===== config.mk =====
export PLATFORM = sky130hd
export DESIGN_NAME = io_bus_arbiter_flat
export DESIGN_NICKNAME = d
export VERILOG_FILES = /design/src/rtl/io_arb_pkg.sv /design/src/rtl/io_bus_arbiter_if.sv /design/src/rtl/io_arb_rr_pick.sv /design/src/rtl/io_bus_arbiter.sv /design/src/flat_wrapper.sv
export SDC_FILE = /design/constraint.sdc
export NUM_CORES = 1
export LEC_CHECK = 0
export BUFFER_PORTS_ARGS = -buffer_cell sky130_fd_sc_hd__clkbuf_2
export CAP_MARGIN = 20
export CORE_AREA = 2 2 139 141
export CTS_CLUSTER_DIAMETER = 120
export DETAILED_ROUTE_END_ITERATION = 12
export DIE_AREA = 0 0 141 143
export PLACE_DENSITY = 0.72
export RECOVER_POWER = 100
export SLEW_MARGIN = 10
export SYNTH_ARGS = -nofsm -noshare
export SYNTH_HDL_FRONTEND = slang
export SYNTH_SLANG_ARGS = --single-unit
export TNS_END_PERCENT = 50

===== constraint.sdc =====
create_clock -name clk_i -period 3.4 [get_ports clk_i]
set_input_delay 0 -clock clk_i [delete_from_list [all_inputs] [get_ports clk_i]]
set_output_delay 0 -clock clk_i [all_outputs]
set_load 0.05 [all_outputs]

===== src/rtl/io_arb_pkg.sv =====
// io_arb_pkg: shared types and bus widths for the I/O bus arbiter.
package io_arb_pkg;

   localparam int IOARB_AW = 32;
   localparam int IOARB_DW = 32;
   localparam int IOARB_SW = 4;

   typedef enum logic [1:0] {
      IDLE      = 2'd0,
      WAIT_ACK  = 2'd1,
      WAIT_NACK = 2'd2,
      LOCK      = 2'd3
   } io_arb_state_t;

endpackage


===== src/rtl/io_bus_arbiter_if.sv =====
// io_bus_arbiter_if: requester-side and master-side bus signals of the
// I/O bus arbiter. The master modport is the arbiter's view, the slave
// modport is the view of the surrounding requesters and device fabric.
interface io_bus_arbiter_if #(
   parameter int NREQ = 3
);
   localparam int AW = io_arb_pkg::IOARB_AW;
   localparam int DW = io_arb_pkg::IOARB_DW;
   localparam int SW = io_arb_pkg::IOARB_SW;

   logic                 io_gate_en_i;
   logic [NREQ-1:0]      req_cyc_i;
   logic [NREQ-1:0]      req_stb_i;
   logic [NREQ-1:0]      req_we_i;
   logic [SW*NREQ-1:0]   req_sel_i;
   logic [AW*NREQ-1:0]   req_adr_i;
   logic [DW*NREQ-1:0]   req_dat_i;
   logic [NREQ-1:0]      req_ack_o;
   logic [NREQ-1:0]      req_err_o;
   logic [DW-1:0]        req_dat_o;
   logic [NREQ-1:0]      gnt_o;
   logic                 m_cyc_o;
   logic                 m_stb_o;
   logic                 m_we_o;
   logic [SW-1:0]        m_sel_o;
   logic [AW-1:0]        m_adr_o;
   logic [DW-1:0]        m_dat_o;
   logic                 m_ack_i;
   logic                 m_stall_i;
   logic [DW-1:0]        m_dat_i;

   modport master (
      input  io_gate_en_i, req_cyc_i, req_stb_i, req_we_i, req_sel_i,
             req_adr_i, req_dat_i, m_ack_i, m_stall_i, m_dat_i,
      output req_ack_o, req_err_o, req_dat_o, gnt_o, m_cyc_o, m_stb_o,
             m_we_o, m_sel_o, m_adr_o, m_dat_o
   );

   modport slave (
      output io_gate_en_i, req_cyc_i, req_stb_i, req_we_i, req_sel_i,
             req_adr_i, req_dat_i, m_ack_i, m_stall_i, m_dat_i,
      input  req_ack_o, req_err_o, req_dat_o, gnt_o, m_cyc_o, m_stb_o,
             m_we_o, m_sel_o, m_adr_o, m_dat_o
   );

endinterface


===== src/rtl/io_arb_rr_pick.sv =====
// io_arb_rr_pick: combinational round-robin picker. Searches the eligible
// vector starting at i_ptr+1 (mod NREQ) and returns the first hit as a
// one-hot grant plus its binary index.
module io_arb_rr_pick #(
   parameter int NREQ = 3,
   parameter int PW   = $clog2(NREQ)
) (
   input  logic [NREQ-1:0] i_elig,
   input  logic [PW-1:0]   i_ptr,
   output logic [NREQ-1:0] o_gnt,
   output logic [PW-1:0]   o_idx,
   output logic            o_valid
);

   // Walk from the farthest candidate to the nearest so the nearest hit wins
   always_comb begin : p_pick
      int            w_j;
      logic [PW-1:0] w_jx;
      o_gnt   = '0;
      o_idx   = '0;
      o_valid = 1'b0;
      w_j     = 0;
      w_jx    = '0;
      for (int k = NREQ; k >= 1; k--) begin
         w_j = int'(i_ptr) + k;
         if (w_j >= NREQ) begin
            w_j = w_j - NREQ;
         end
         w_jx = PW'(w_j);
         if (i_elig[w_jx]) begin
            o_gnt       = '0;
            o_gnt[w_jx] = 1'b1;
            o_idx       = w_jx;
            o_valid     = 1'b1;
         end
      end
   end

endmodule


===== src/rtl/io_bus_arbiter.sv =====
// io_bus_arbiter: round-robin arbiter sharing one registered Wishbone-style
// I/O master port among NREQ requesters. All master-side outputs are
// registered, the grant is held across read-modify-write sequences (LOCK),
// and an aborted requester releases the bus at once.
// Optional feature macro: IOARB_TIMEOUT_EN -- terminates an unacknowledged
// access after TO_CYCLES WAIT_ACK cycles with a one-cycle req_err_o pulse.
module io_bus_arbiter
   import io_arb_pkg::*;
#(
   parameter int NREQ      = 3,
   parameter int TO_CYCLES = 255
) (
   input  logic             clk_i,
   input  logic             rst_i,
   io_bus_arbiter_if.master bus
);

   localparam int PW = $clog2(NREQ);

   localparam logic [1:0] S_IDLE      = IDLE;
   localparam logic [1:0] S_WAIT_ACK  = WAIT_ACK;
   localparam logic [1:0] S_WAIT_NACK = WAIT_NACK;
   localparam logic [1:0] S_LOCK      = LOCK;

   // Reject unsupported configurations at elaboration
   if (NREQ < 2 || NREQ > 4) begin : g_bad_nreq
      $error("io_bus_arbiter: NREQ must be 2..4");
   end
   if (TO_CYCLES < 1 || TO_CYCLES > 255) begin : g_bad_to
      $error("io_bus_arbiter: TO_CYCLES must be 1..255");
   end

   logic [1:0]          r_state;
   logic [PW-1:0]       r_ptr;
   logic [PW-1:0]       r_gidx;
   logic [NREQ-1:0]     r_gnt;
   logic [NREQ-1:0]     r_ack;
   logic [IOARB_DW-1:0] r_rdat;
   logic                r_cyc;
   logic                r_stb;
   logic                r_we;
   logic [IOARB_SW-1:0] r_sel;
   logic [IOARB_AW-1:0] r_adr;
   logic [IOARB_DW-1:0] r_wdat;

   logic [NREQ-1:0]     w_elig;
   logic [NREQ-1:0]     w_pick_gnt;
   logic [PW-1:0]       w_pick_idx;
   logic                w_pick_vld;
   logic                w_issue_ok;
   logic                w_g_cyc;
   logic                w_g_stb;
   logic                w_to_fire;
   logic [PW-1:0]       w_src_idx;
   logic [IOARB_SW-1:0] w_sel [NREQ];
   logic [IOARB_AW-1:0] w_adr [NREQ];
   logic [IOARB_DW-1:0] w_dat [NREQ];

   // Per-requester eligibility and unpacked field slices
   for (genvar gi = 0; gi < NREQ; gi++) begin : g_req
      assign w_elig[gi] = bus.req_cyc_i[gi] & bus.req_stb_i[gi];
      assign w_sel[gi]  = bus.req_sel_i[gi*IOARB_SW +: IOARB_SW];
      assign w_adr[gi]  = bus.req_adr_i[gi*IOARB_AW +: IOARB_AW];
      assign w_dat[gi]  = bus.req_dat_i[gi*IOARB_DW +: IOARB_DW];
   end

   io_arb_rr_pick #(
      .NREQ (NREQ),
      .PW   (PW)
   ) u_pick (
      .i_elig  (w_elig),
      .i_ptr   (r_ptr),
      .o_gnt   (w_pick_gnt),
      .o_idx   (w_pick_idx),
      .o_valid (w_pick_vld)
   );

   // A new arbitrated grant needs the gate open and a quiet device
   assign w_issue_ok = bus.io_gate_en_i & ~bus.m_stall_i & ~bus.m_ack_i;
   assign w_g_cyc    = bus.req_cyc_i[r_gidx];
   assign w_g_stb    = bus.req_stb_i[r_gidx];
   // In IDLE the cycle fields come from the winner, otherwise from the holder
   assign w_src_idx  = (r_state == S_IDLE) ? w_pick_idx : r_gidx;

`ifdef IOARB_TIMEOUT_EN
   logic [7:0]      r_to_cnt;
   logic [NREQ-1:0] r_err;

   assign w_to_fire = (r_state == S_WAIT_ACK) && !bus.m_ack_i && w_g_cyc &&
                      (r_to_cnt == 8'(TO_CYCLES - 1));

   // Count WAIT_ACK cycles from zero and pulse the error for one cycle
   always_ff @(posedge clk_i or posedge rst_i) begin
      if (rst_i) begin
         r_to_cnt <= '0;
         r_err    <= '0;
      end else begin
         r_err <= w_to_fire ? r_gnt : '0;
         if (r_state != S_WAIT_ACK) begin
            r_to_cnt <= '0;
         end else begin
            r_to_cnt <= r_to_cnt + 8'd1;
         end
      end
   end

   assign bus.req_err_o = r_err;
`else
   assign w_to_fire     = 1'b0;
   assign bus.req_err_o = '0;
`endif

   // Main arbitration state machine with registered master outputs
   always_ff @(posedge clk_i or posedge rst_i) begin
      if (rst_i) begin
         r_state <= S_IDLE;
         r_ptr   <= PW'(NREQ - 1);
         r_gidx  <= '0;
         r_gnt   <= '0;
         r_ack   <= '0;
         r_rdat  <= '0;
         r_cyc   <= 1'b0;
         r_stb   <= 1'b0;
         r_we    <= 1'b0;
         r_sel   <= '0;
         r_adr   <= '0;
         r_wdat  <= '0;
      end else begin
         case (r_state)
            S_IDLE: begin
               if (w_pick_vld && w_issue_ok) begin
                  r_gnt   <= w_pick_gnt;
                  r_gidx  <= w_pick_idx;
                  r_cyc   <= 1'b1;
                  r_stb   <= 1'b1;
                  r_we    <= bus.req_we_i[w_src_idx];
                  r_sel   <= w_sel[w_src_idx];
                  r_adr   <= w_adr[w_src_idx];
                  r_wdat  <= w_dat[w_src_idx];
                  r_state <= S_WAIT_ACK;
               end
            end
            S_WAIT_ACK: begin
               if (bus.m_ack_i) begin
                  r_rdat  <= bus.m_dat_i;
                  r_ack   <= r_gnt;
                  r_cyc   <= 1'b0;
                  r_stb   <= 1'b0;
                  r_we    <= 1'b0;
                  r_sel   <= '0;
                  r_adr   <= '0;
                  r_wdat  <= '0;
                  r_ptr   <= r_gidx;
                  r_state <= S_WAIT_NACK;
               end else if (!w_g_cyc || w_to_fire) begin
                  // Abort or timeout: release the bus without an ack
                  r_gnt   <= '0;
                  r_rdat  <= '0;
                  r_cyc   <= 1'b0;
                  r_stb   <= 1'b0;
                  r_we    <= 1'b0;
                  r_sel   <= '0;
                  r_adr   <= '0;
                  r_wdat  <= '0;
                  r_ptr   <= r_gidx;
                  r_state <= S_IDLE;
               end
            end
            S_WAIT_NACK: begin
               if (!w_g_stb) begin
                  r_ack <= '0;
                  if (w_g_cyc) begin
                     r_state <= S_LOCK;
                  end else begin
                     r_gnt   <= '0;
                     r_rdat  <= '0;
                     r_state <= S_IDLE;
                  end
               end
            end
            S_LOCK: begin
               if (!w_g_cyc) begin
                  r_gnt   <= '0;
                  r_rdat  <= '0;
                  r_state <= S_IDLE;
               end else if (w_g_stb && !bus.m_stall_i) begin
                  // Locked re-issue: same holder, no arbitration, gate ignored
                  r_cyc   <= 1'b1;
                  r_stb   <= 1'b1;
                  r_we    <= bus.req_we_i[w_src_idx];
                  r_sel   <= w_sel[w_src_idx];
                  r_adr   <= w_adr[w_src_idx];
                  r_wdat  <= w_dat[w_src_idx];
                  r_state <= S_WAIT_ACK;
               end
            end
            default: begin
               r_state <= S_IDLE;
            end
         endcase
      end
   end

   assign bus.req_ack_o = r_ack;
   assign bus.req_dat_o = r_rdat;
   assign bus.gnt_o     = r_gnt;
   assign bus.m_cyc_o   = r_cyc;
   assign bus.m_stb_o   = r_stb;
   assign bus.m_we_o    = r_we;
   assign bus.m_sel_o   = r_sel;
   assign bus.m_adr_o   = r_adr;
   assign bus.m_dat_o   = r_wdat;

endmodule


===== src/flat_wrapper.sv =====
// flat-port wrapper written by rule: the top's interface ports become plain ports
module io_bus_arbiter_flat import io_arb_pkg::*;
#(
   parameter int NREQ      = 3,
   parameter int TO_CYCLES = 255
)
  (clk_i, rst_i, bus_io_gate_en_i, bus_req_cyc_i, bus_req_stb_i, bus_req_we_i, bus_req_sel_i, bus_req_adr_i, bus_req_dat_i, bus_m_ack_i, bus_m_stall_i, bus_m_dat_i, bus_req_ack_o, bus_req_err_o, bus_req_dat_o, bus_gnt_o, bus_m_cyc_o, bus_m_stb_o, bus_m_we_o, bus_m_sel_o, bus_m_adr_o, bus_m_dat_o);
  io_bus_arbiter_if #(.NREQ(NREQ)) bus_i ();
  input  logic clk_i;
  input  logic rst_i;
  input wire logic [$bits(bus_i.io_gate_en_i)-1:0] bus_io_gate_en_i;
  input wire logic [$bits(bus_i.req_cyc_i)-1:0] bus_req_cyc_i;
  input wire logic [$bits(bus_i.req_stb_i)-1:0] bus_req_stb_i;
  input wire logic [$bits(bus_i.req_we_i)-1:0] bus_req_we_i;
  input wire logic [$bits(bus_i.req_sel_i)-1:0] bus_req_sel_i;
  input wire logic [$bits(bus_i.req_adr_i)-1:0] bus_req_adr_i;
  input wire logic [$bits(bus_i.req_dat_i)-1:0] bus_req_dat_i;
  input wire logic [$bits(bus_i.m_ack_i)-1:0] bus_m_ack_i;
  input wire logic [$bits(bus_i.m_stall_i)-1:0] bus_m_stall_i;
  input wire logic [$bits(bus_i.m_dat_i)-1:0] bus_m_dat_i;
  output wire logic [$bits(bus_i.req_ack_o)-1:0] bus_req_ack_o;
  output wire logic [$bits(bus_i.req_err_o)-1:0] bus_req_err_o;
  output wire logic [$bits(bus_i.req_dat_o)-1:0] bus_req_dat_o;
  output wire logic [$bits(bus_i.gnt_o)-1:0] bus_gnt_o;
  output wire logic [$bits(bus_i.m_cyc_o)-1:0] bus_m_cyc_o;
  output wire logic [$bits(bus_i.m_stb_o)-1:0] bus_m_stb_o;
  output wire logic [$bits(bus_i.m_we_o)-1:0] bus_m_we_o;
  output wire logic [$bits(bus_i.m_sel_o)-1:0] bus_m_sel_o;
  output wire logic [$bits(bus_i.m_adr_o)-1:0] bus_m_adr_o;
  output wire logic [$bits(bus_i.m_dat_o)-1:0] bus_m_dat_o;
  assign bus_i.io_gate_en_i = bus_io_gate_en_i;
  assign bus_i.req_cyc_i = bus_req_cyc_i;
  assign bus_i.req_stb_i = bus_req_stb_i;
  assign bus_i.req_we_i = bus_req_we_i;
  assign bus_i.req_sel_i = bus_req_sel_i;
  assign bus_i.req_adr_i = bus_req_adr_i;
  assign bus_i.req_dat_i = bus_req_dat_i;
  assign bus_i.m_ack_i = bus_m_ack_i;
  assign bus_i.m_stall_i = bus_m_stall_i;
  assign bus_i.m_dat_i = bus_m_dat_i;
  assign bus_req_ack_o = bus_i.req_ack_o;
  assign bus_req_err_o = bus_i.req_err_o;
  assign bus_req_dat_o = bus_i.req_dat_o;
  assign bus_gnt_o = bus_i.gnt_o;
  assign bus_m_cyc_o = bus_i.m_cyc_o;
  assign bus_m_stb_o = bus_i.m_stb_o;
  assign bus_m_we_o = bus_i.m_we_o;
  assign bus_m_sel_o = bus_i.m_sel_o;
  assign bus_m_adr_o = bus_i.m_adr_o;
  assign bus_m_dat_o = bus_i.m_dat_o;
  io_bus_arbiter #(.NREQ(NREQ), .TO_CYCLES(TO_CYCLES)) u_core (.clk_i(clk_i), .rst_i(rst_i), .bus(bus_i));
endmodule

==> results.ini, run 1 <==
[routing]
drt-pass1-iter-count=5
drt-total-wl_mm=26.52
drc=0
wl_met1_mm=10.65
drtIter0Drc=478
top_layer=met5
avgRoutedWirePerCell_um=20.67
detail-route-antenna-nets=0
met2RoutedLength_mm=12.84
wl_met3_mm=2.143
vias=7553
via_per_inst=5.887

[sta]
fmax_mhz=313.4
rsz0062_at_grt=no
tns_ns=0
skew_ns=0.006357
setup_ws_ns=0.2089
tightest_slew_ns=2.610
period_needed_ns=3.191
relSlewSlack_pct=-74.20
setup_viol_count_final=0
hold_viol=0
min_period_over_period_pct=93.86
drv_slew=100

[place]
dp_slack_ns=0.1845
gp_congestion=0.8652
dp_hpwl_mm=17.50
io_buffers=358

[logic_synthesis]
ys.flop_type=dfrtp_1
synth_cell_types=47
ys_seq_area_share_pct=42.99
synth_warnings=0
synth_cells=607
synthArstFlopShare_pct=100.0
synth.avg_cell_area_um2=10.94
synth-seq-cells=114
synth_enable_flop_cells=0
netlist_area_mm2=0.006639

[outcome]
violations=capacitance limit, slew limit
status=finished with violations

[critical_path]
cp-start-kind=register
arrival_ns=3.54
worst_setup_path_end_kind=register
r2r_end=u_core.bus.m_dat_o[5]
critical-path-max-stage-delay_ns=0.53
reg2reg_slack_ns=0.21
worstRegToRegCells=9
critPathKind=reg2reg
crit_chain=inv_1, ha_1, nand3_1, o21a_1, o221ai_1, o211a_1, o21bai_4, buf_6, a22o_1
worst_path_max_delay_cell=ha_1
rr_startpoint=u_core.r_ptr[0]
cp_max_fo=38
cp.required_ns=3.74

[cts]
numCtsBuffers=17
path_clk_slew_ns=0.06
ctsHtreeMaxLevel=4
cts_tree=built
cts.path.max_buffers=2
root_buffer=clkbuf_16
clkLatencyLatePin_ns=0.41
clock-sinks=114

[layout]
n_antenna_cell=0
num-nets-final=1291
drive_gt1_share_pct=30.60
final_cell_mix=clkbuf_2 (250), a22o_1 (172), dfrtp_1 (113), clkbuf_1 (110), dlygate4sd3_1 (102)
area_growth_pct=53.37
final_common_cell=clkbuf_2

[die]
dieArea_mm2=0.02016
num_io_pins=362
start_util_pct=35.73
die_y_um=143
num_rows=50
die_w_um=141
core_mm2=0.01858

[pwr]
p_leak_nw=4.675
p_per_area_mw_per_mm2=1104
power_mw=11.25
peakVddDrop_v=0.0005292

[run]
maxCapViolCount=2

[hold_path]
min_from=bus_req_adr_i[16]
min_path_cells=4
hp-class=in2reg
whs_endpoint=u_core.bus.m_adr_o[16]

[grt]
overflow=0
grt_max_degree=68
first_global_vias=7589
grt_pass1_wl_mm=39.91
antenna_found_initial=1
track_usage_pct=25.12

[sequential cells by signal (all words and copies together), names as in the netlist]
register,cells
u_core.bus.gnt_o,3
u_core.bus.m_adr_o,32
u_core.bus.m_cyc_o,1
u_core.bus.m_dat_o,32
u_core.bus.m_sel_o,4
u_core.bus.m_we_o,1
u_core.bus.req_ack_o,3
u_core.bus.req_dat_o,32
u_core.r_gidx,2
u_core.r_ptr,2
u_core.r_state,2
[power by group]
part           leakage [nW]  total, mW  switching [mW]  internal (mW)
clock network         0.308       1.90           0.726           1.18
logic                  2.86       6.97            4.70           2.27
registers              1.51       2.37           0.420           1.95
[final cells by class]
cell class                 count  area (um^2)
clock inverter                15        198.9
tap                          234        292.8
fill                        1654         8398
timing repair buffer         482         2922
clock buffer                  17        425.4
sequential                   114         2854
inverter                       6        22.52
multi-input combinational    415         3467
[metrics by stage]
step	std cells	hold slack [ns]	area [um^2]	util [%]
final	1283	0.01201	10180	54.80
after global routing	1283	0.02387	10180	54.80
after CTS	1283	0.0003388	10340	55.63
after detailed placement	1149	0.2279	8691	46.77
after global placement	1149	0.2234	8691	46.77
after floorplan	609	0.1397	6646	-
[worst max-delay path, delay by kind of cell, from the launching register on]
| family | cells | cell delay (ns) |
|---|---|---|
| adders and majority gates | 1 | 0.53 |
| DFF | 1 | 0.46 |
| AOI/OAI and AO/OA | 5 | 1.36 |
| buffers and inverters | 2 | 0.54 |
| and+or+nand+nor | 1 | 0.20 |
[Yosys cell counts (all sizes together), types with 6 or more instances]
library cell | count | share of area [%]
o21ai | 9 | 0.96
a221oi | 69 | 9.1
dfrtp | 113 | 43
clkbuf | 40 | 2.3
o2bb2ai | 70 | 9.2
buf | 34 | 3.1
inv | 6 | 0.34
a21oi | 11 | 0.89
a22o | 172 | 23
nand2 | 17 | 1.0
nor2 | 11 | 0.62
[timing repair]
| item | 4_1_cts | 5_1_grt |
|---|---|---|
| hold buffers | 102 | 0 |
| endpoints found under the hold margin | 165 | 0 |
| endpoints found under the setup margin | 0 | 1 |
| buffers inserted | 0 | 0 |
| resized for setup | 0 | 1 |
[routing by layer]
layer	vias to the layer above	track usage, %
met2	423	42.49
met5	-	0
met1	3638	30.14
met4	2	11.74
met3	63	6.372
li1	3427	-
[worst max-delay path by stage]
stage,to,cells after the start,slack [ns],startpoint
floorplan,u_core.bus.gnt_o[0],1,0.39,rst_i
CTS,u_core.bus.m_adr_o[15],10,0.17,u_core.r_ptr[0]
global placement,u_core.bus.m_adr_o[15],10,0.24,u_core.r_ptr[1]
finish,u_core.bus.m_dat_o[5],9,0.21,u_core.r_ptr[0]
global route,u_core.bus.m_adr_o[15],10,0.02,u_core.r_ptr[0]
detailed placement,u_core.bus.m_adr_o[15],10,0.18,u_core.r_ptr[0]
[cells by family after synthesis]
family,Yosys count,share of synthesized area (%)
buffers and inverters,80,5.729
DFF,114,42.99
adders and majority gates,5,0.9423
and+or+nand+nor,48,3.581
other,1,0.05649
AOI/OAI and AO/OA,353,45.72
muxes,6,0.9800
No activity file was read; power rests on OpenSTA's default activity.
==> inputs of run 2 (changes only) <==
==> constraint.sdc (replaced) <==
create_clock -name clk_i -period 3.4 [get_ports clk_i]
set_input_delay 0.17 -clock clk_i [delete_from_list [all_inputs] [get_ports clk_i]]
set_output_delay 0.17 -clock clk_i [all_outputs]
set_load 0.05 [all_outputs]
==> results.ini, run 2 (synthesized netlist as in run 1, its figures left out) <==
[die]
dieArea_mm2=0.02016  ; unchanged
num_rows=50  ; unchanged
die_w_um=141  ; unchanged
start_util_pct=35.73  ; unchanged
num_io_pins=362  ; unchanged
die_y_um=143  ; unchanged
core_mm2=0.01858  ; unchanged

[sta]
tns_ns=0  ; unchanged
fmax_mhz=318.5  ; +1.6%
min_period_over_period_pct=92.34  ; -1.5 points
setup_ws_ns=0.2605  ; +0.05165 ns
hold_viol=0  ; unchanged
drv_slew=52  ; -48%
rsz0062_at_grt=no
relSlewSlack_pct=-42.85  ; +31 points
period_needed_ns=3.139  ; -0.05165 ns
setup_viol_count_final=0  ; unchanged
tightest_slew_ns=2.143  ; -0.4673 ns
skew_ns=0.01055  ; +0.004189 ns

[critical_path]
critPathKind=reg2reg
critical-path-max-stage-delay_ns=0.63  ; +0.10 ns
cp.required_ns=3.74  ; about the same
worst_setup_path_end_kind=register
rr_startpoint=u_core.r_ptr[0]
crit_end=u_core.bus.m_adr_o[17]
cp_max_fo=32  ; -16%
worstRegToRegCells=9  ; unchanged
worst_path_max_delay_cell=clkbuf_2
crit_chain=inv_1, ha_2, and3b_1, o21ai_2, o221ai_1, o211a_1, a21oi_4, clkbuf_2, a22o_1
cp-start-kind=register
reg2reg_slack_ns=0.26  ; +0.05 ns
arrival_ns=3.48  ; -0.06 ns
r2r_end=u_core.bus.m_adr_o[17]
crit_start=u_core.r_ptr[0]

[cts]
clkLatencyLatePin_ns=0.42  ; about the same
numCtsBuffers=17  ; unchanged
clock-sinks=114  ; unchanged
cts.path.max_buffers=2  ; unchanged
post_cts_buffers=0  ; unchanged
ctsHtreeMaxLevel=4  ; unchanged
root_buffer=clkbuf_16
path_clk_slew_ns=0.06  ; about the same
cts_tree=built

[hold_path]
hp-class=in2reg

[grt]
use_met2_pct=41.82  ; -0.67 points
antenna_found_initial=1  ; unchanged
grtUsageMet1_pct=30.85  ; +0.71 points
track_usage_pct=24.71  ; -0.41 points
use_met3_pct=6.036  ; -0.34 points
overflow=0  ; unchanged
grt_pass1_wl_mm=38.94  ; -2.4%
first_global_vias=7096  ; -6.5%
busiest_layer=met2
grt_max_degree=64  ; -5.9%

[pwr]
p_sw_share_pct=52.20  ; +0.23 points
comb_power_share_pct=62.2  ; +0.2 points
p_per_area_mw_per_mm2=1175  ; +6.4%
p_leak_nw=4.371  ; -6.5%
seqPwrFrac_pct=21.4  ; +0.3 points
switchingPower_mw=5.793  ; -0.87%
power.internal_mw=5.305  ; -1.8%
peakVddDrop_v=0.0005626  ; +6.3%
clkPwrFrac_pct=16.4  ; -0.5 points

[layout]
fin_area_mm2=0.009447  ; -7.2%
num-nets-final=1221  ; -5.4%
area_growth_pct=42.29
instances_no_fill=1213  ; -5.5%
drive_gt1_share_pct=32.89  ; +2.3 points
final_common_cell=clkbuf_2
final_cell_mix=clkbuf_2 (250), a22o_1 (172), dfrtp_1 (113), clkbuf_1 (110), o2bb2ai_1 (70)
n_antenna_cell=0  ; unchanged
nFillCells=1740  ; +5.2%

[outcome]
violations=capacitance limit, slew limit
status=finished with violations

[routing]
drt-pass1-iter-count=5  ; unchanged
vias=7180  ; -4.9%
via_per_inst=5.919  ; +0.55%
avgRoutedWirePerCell_um=21.06  ; +1.9%
detail-route-antenna-nets=0  ; unchanged
drt-total-wl_mm=25.55  ; -3.7%
drc=0  ; unchanged
drtIter0Drc=413  ; -14%

[place]
place_area_mm2=0.008666  ; -0.29%
gp_congestion=0.8956  ; +3.5%
dp_hpwl_mm=17.27  ; -1.4%
dp.cells=1149  ; unchanged
io_buffers=358  ; unchanged
dp_slack_ns=0.1605  ; -0.02405 ns

[run]
maxCapViolCount=1  ; -1

-- run 2: worst min path at each step --
stage                    start                       end  slack [ns]  depth (start not counted)
2_1_floorplan  bus_m_dat_i[30]  u_core.bus.req_dat_o[30]        0.31                          1
4_1_cts        bus_m_dat_i[20]  u_core.bus.req_dat_o[20]       0.001                          2
5_1_grt        bus_m_dat_i[20]  u_core.bus.req_dat_o[20]      0.0001                          2
6_report       bus_m_dat_i[20]  u_core.bus.req_dat_o[20]        0.03                          2
3_5_place_dp             rst_i   u_core.bus.req_ack_o[2]        0.33                          2
3_3_place_gp             rst_i   u_core.bus.req_ack_o[0]        0.31                          2
-- run 2: final cells by class --
class                   count  area, um^2  area share (%)
flip-flops and latches    114        2854           30.21
inverters                   6       22.52          0.2384
clock inverters            14       152.6           1.616
well taps                 234       292.8           3.099
clock buffers              18       439.2           4.649
multi-input cells         415        3467           36.70
repair buffers            412        2218           23.48
-- run 2: what timing repair did --
item                                   4_1_cts  5_1_grt
gates resized for setup                      0        2
endpoints found under the hold margin       80        0
setup endpoints to repair                    0        1
hold buffers                                31        0
-- run 2: critical path, delay by kind of cell, from the launching register on --
family | cells | cell delay (ns)
AO/OA/AOI/OAI | 5 | 1.12
AND/OR/NAND/NOR | 1 | 0.21
adder cells (fa/ha/maj) | 1 | 0.47
buffers and inverters | 2 | 0.78
flip-flops | 1 | 0.47
-- run 2: power by group through the flow --
stage                     Sequential, mW  Combinational, mW  Clock (mW)
after floorplan                     4.23               3.31           0
after global placement              2.37               6.89           0
after detailed placement            2.37               6.96           0
after CTS                           2.36               7.01        1.84
after global routing                2.44               7.38        1.91
final                               2.37               6.91        1.82
-- run 2: metal layers --
| layer | part of all wire, % | up-vias | wire, um |
|---|---|---|---|
| li1 | - | 3272 | - |
| met1 | 40 | 3482 | 10260 |
| met2 | 49 | 381 | 12550 |
| met3 | 8.4 | 43 | 2149 |
| met4 | 2.2 | 2 | 572 |
| met5 | 0.051 | - | 13 |
-- run 2: stage by stage --
| step | utilization [%] | hold slack (ns) | power [mW] |
|---|---|---|---|
| detailed placement | 46.64 | 0.3333 | 9.331 |
| finish | 50.84 | 0.02600 | 11.10 |
| global placement | 46.64 | 0.3092 | 9.266 |
| floorplan | - | 0.3097 | 7.534 |
| CTS | 51.49 | 0.001183 | 11.20 |
| global route | 50.84 | 0.0001059 | 11.73 |
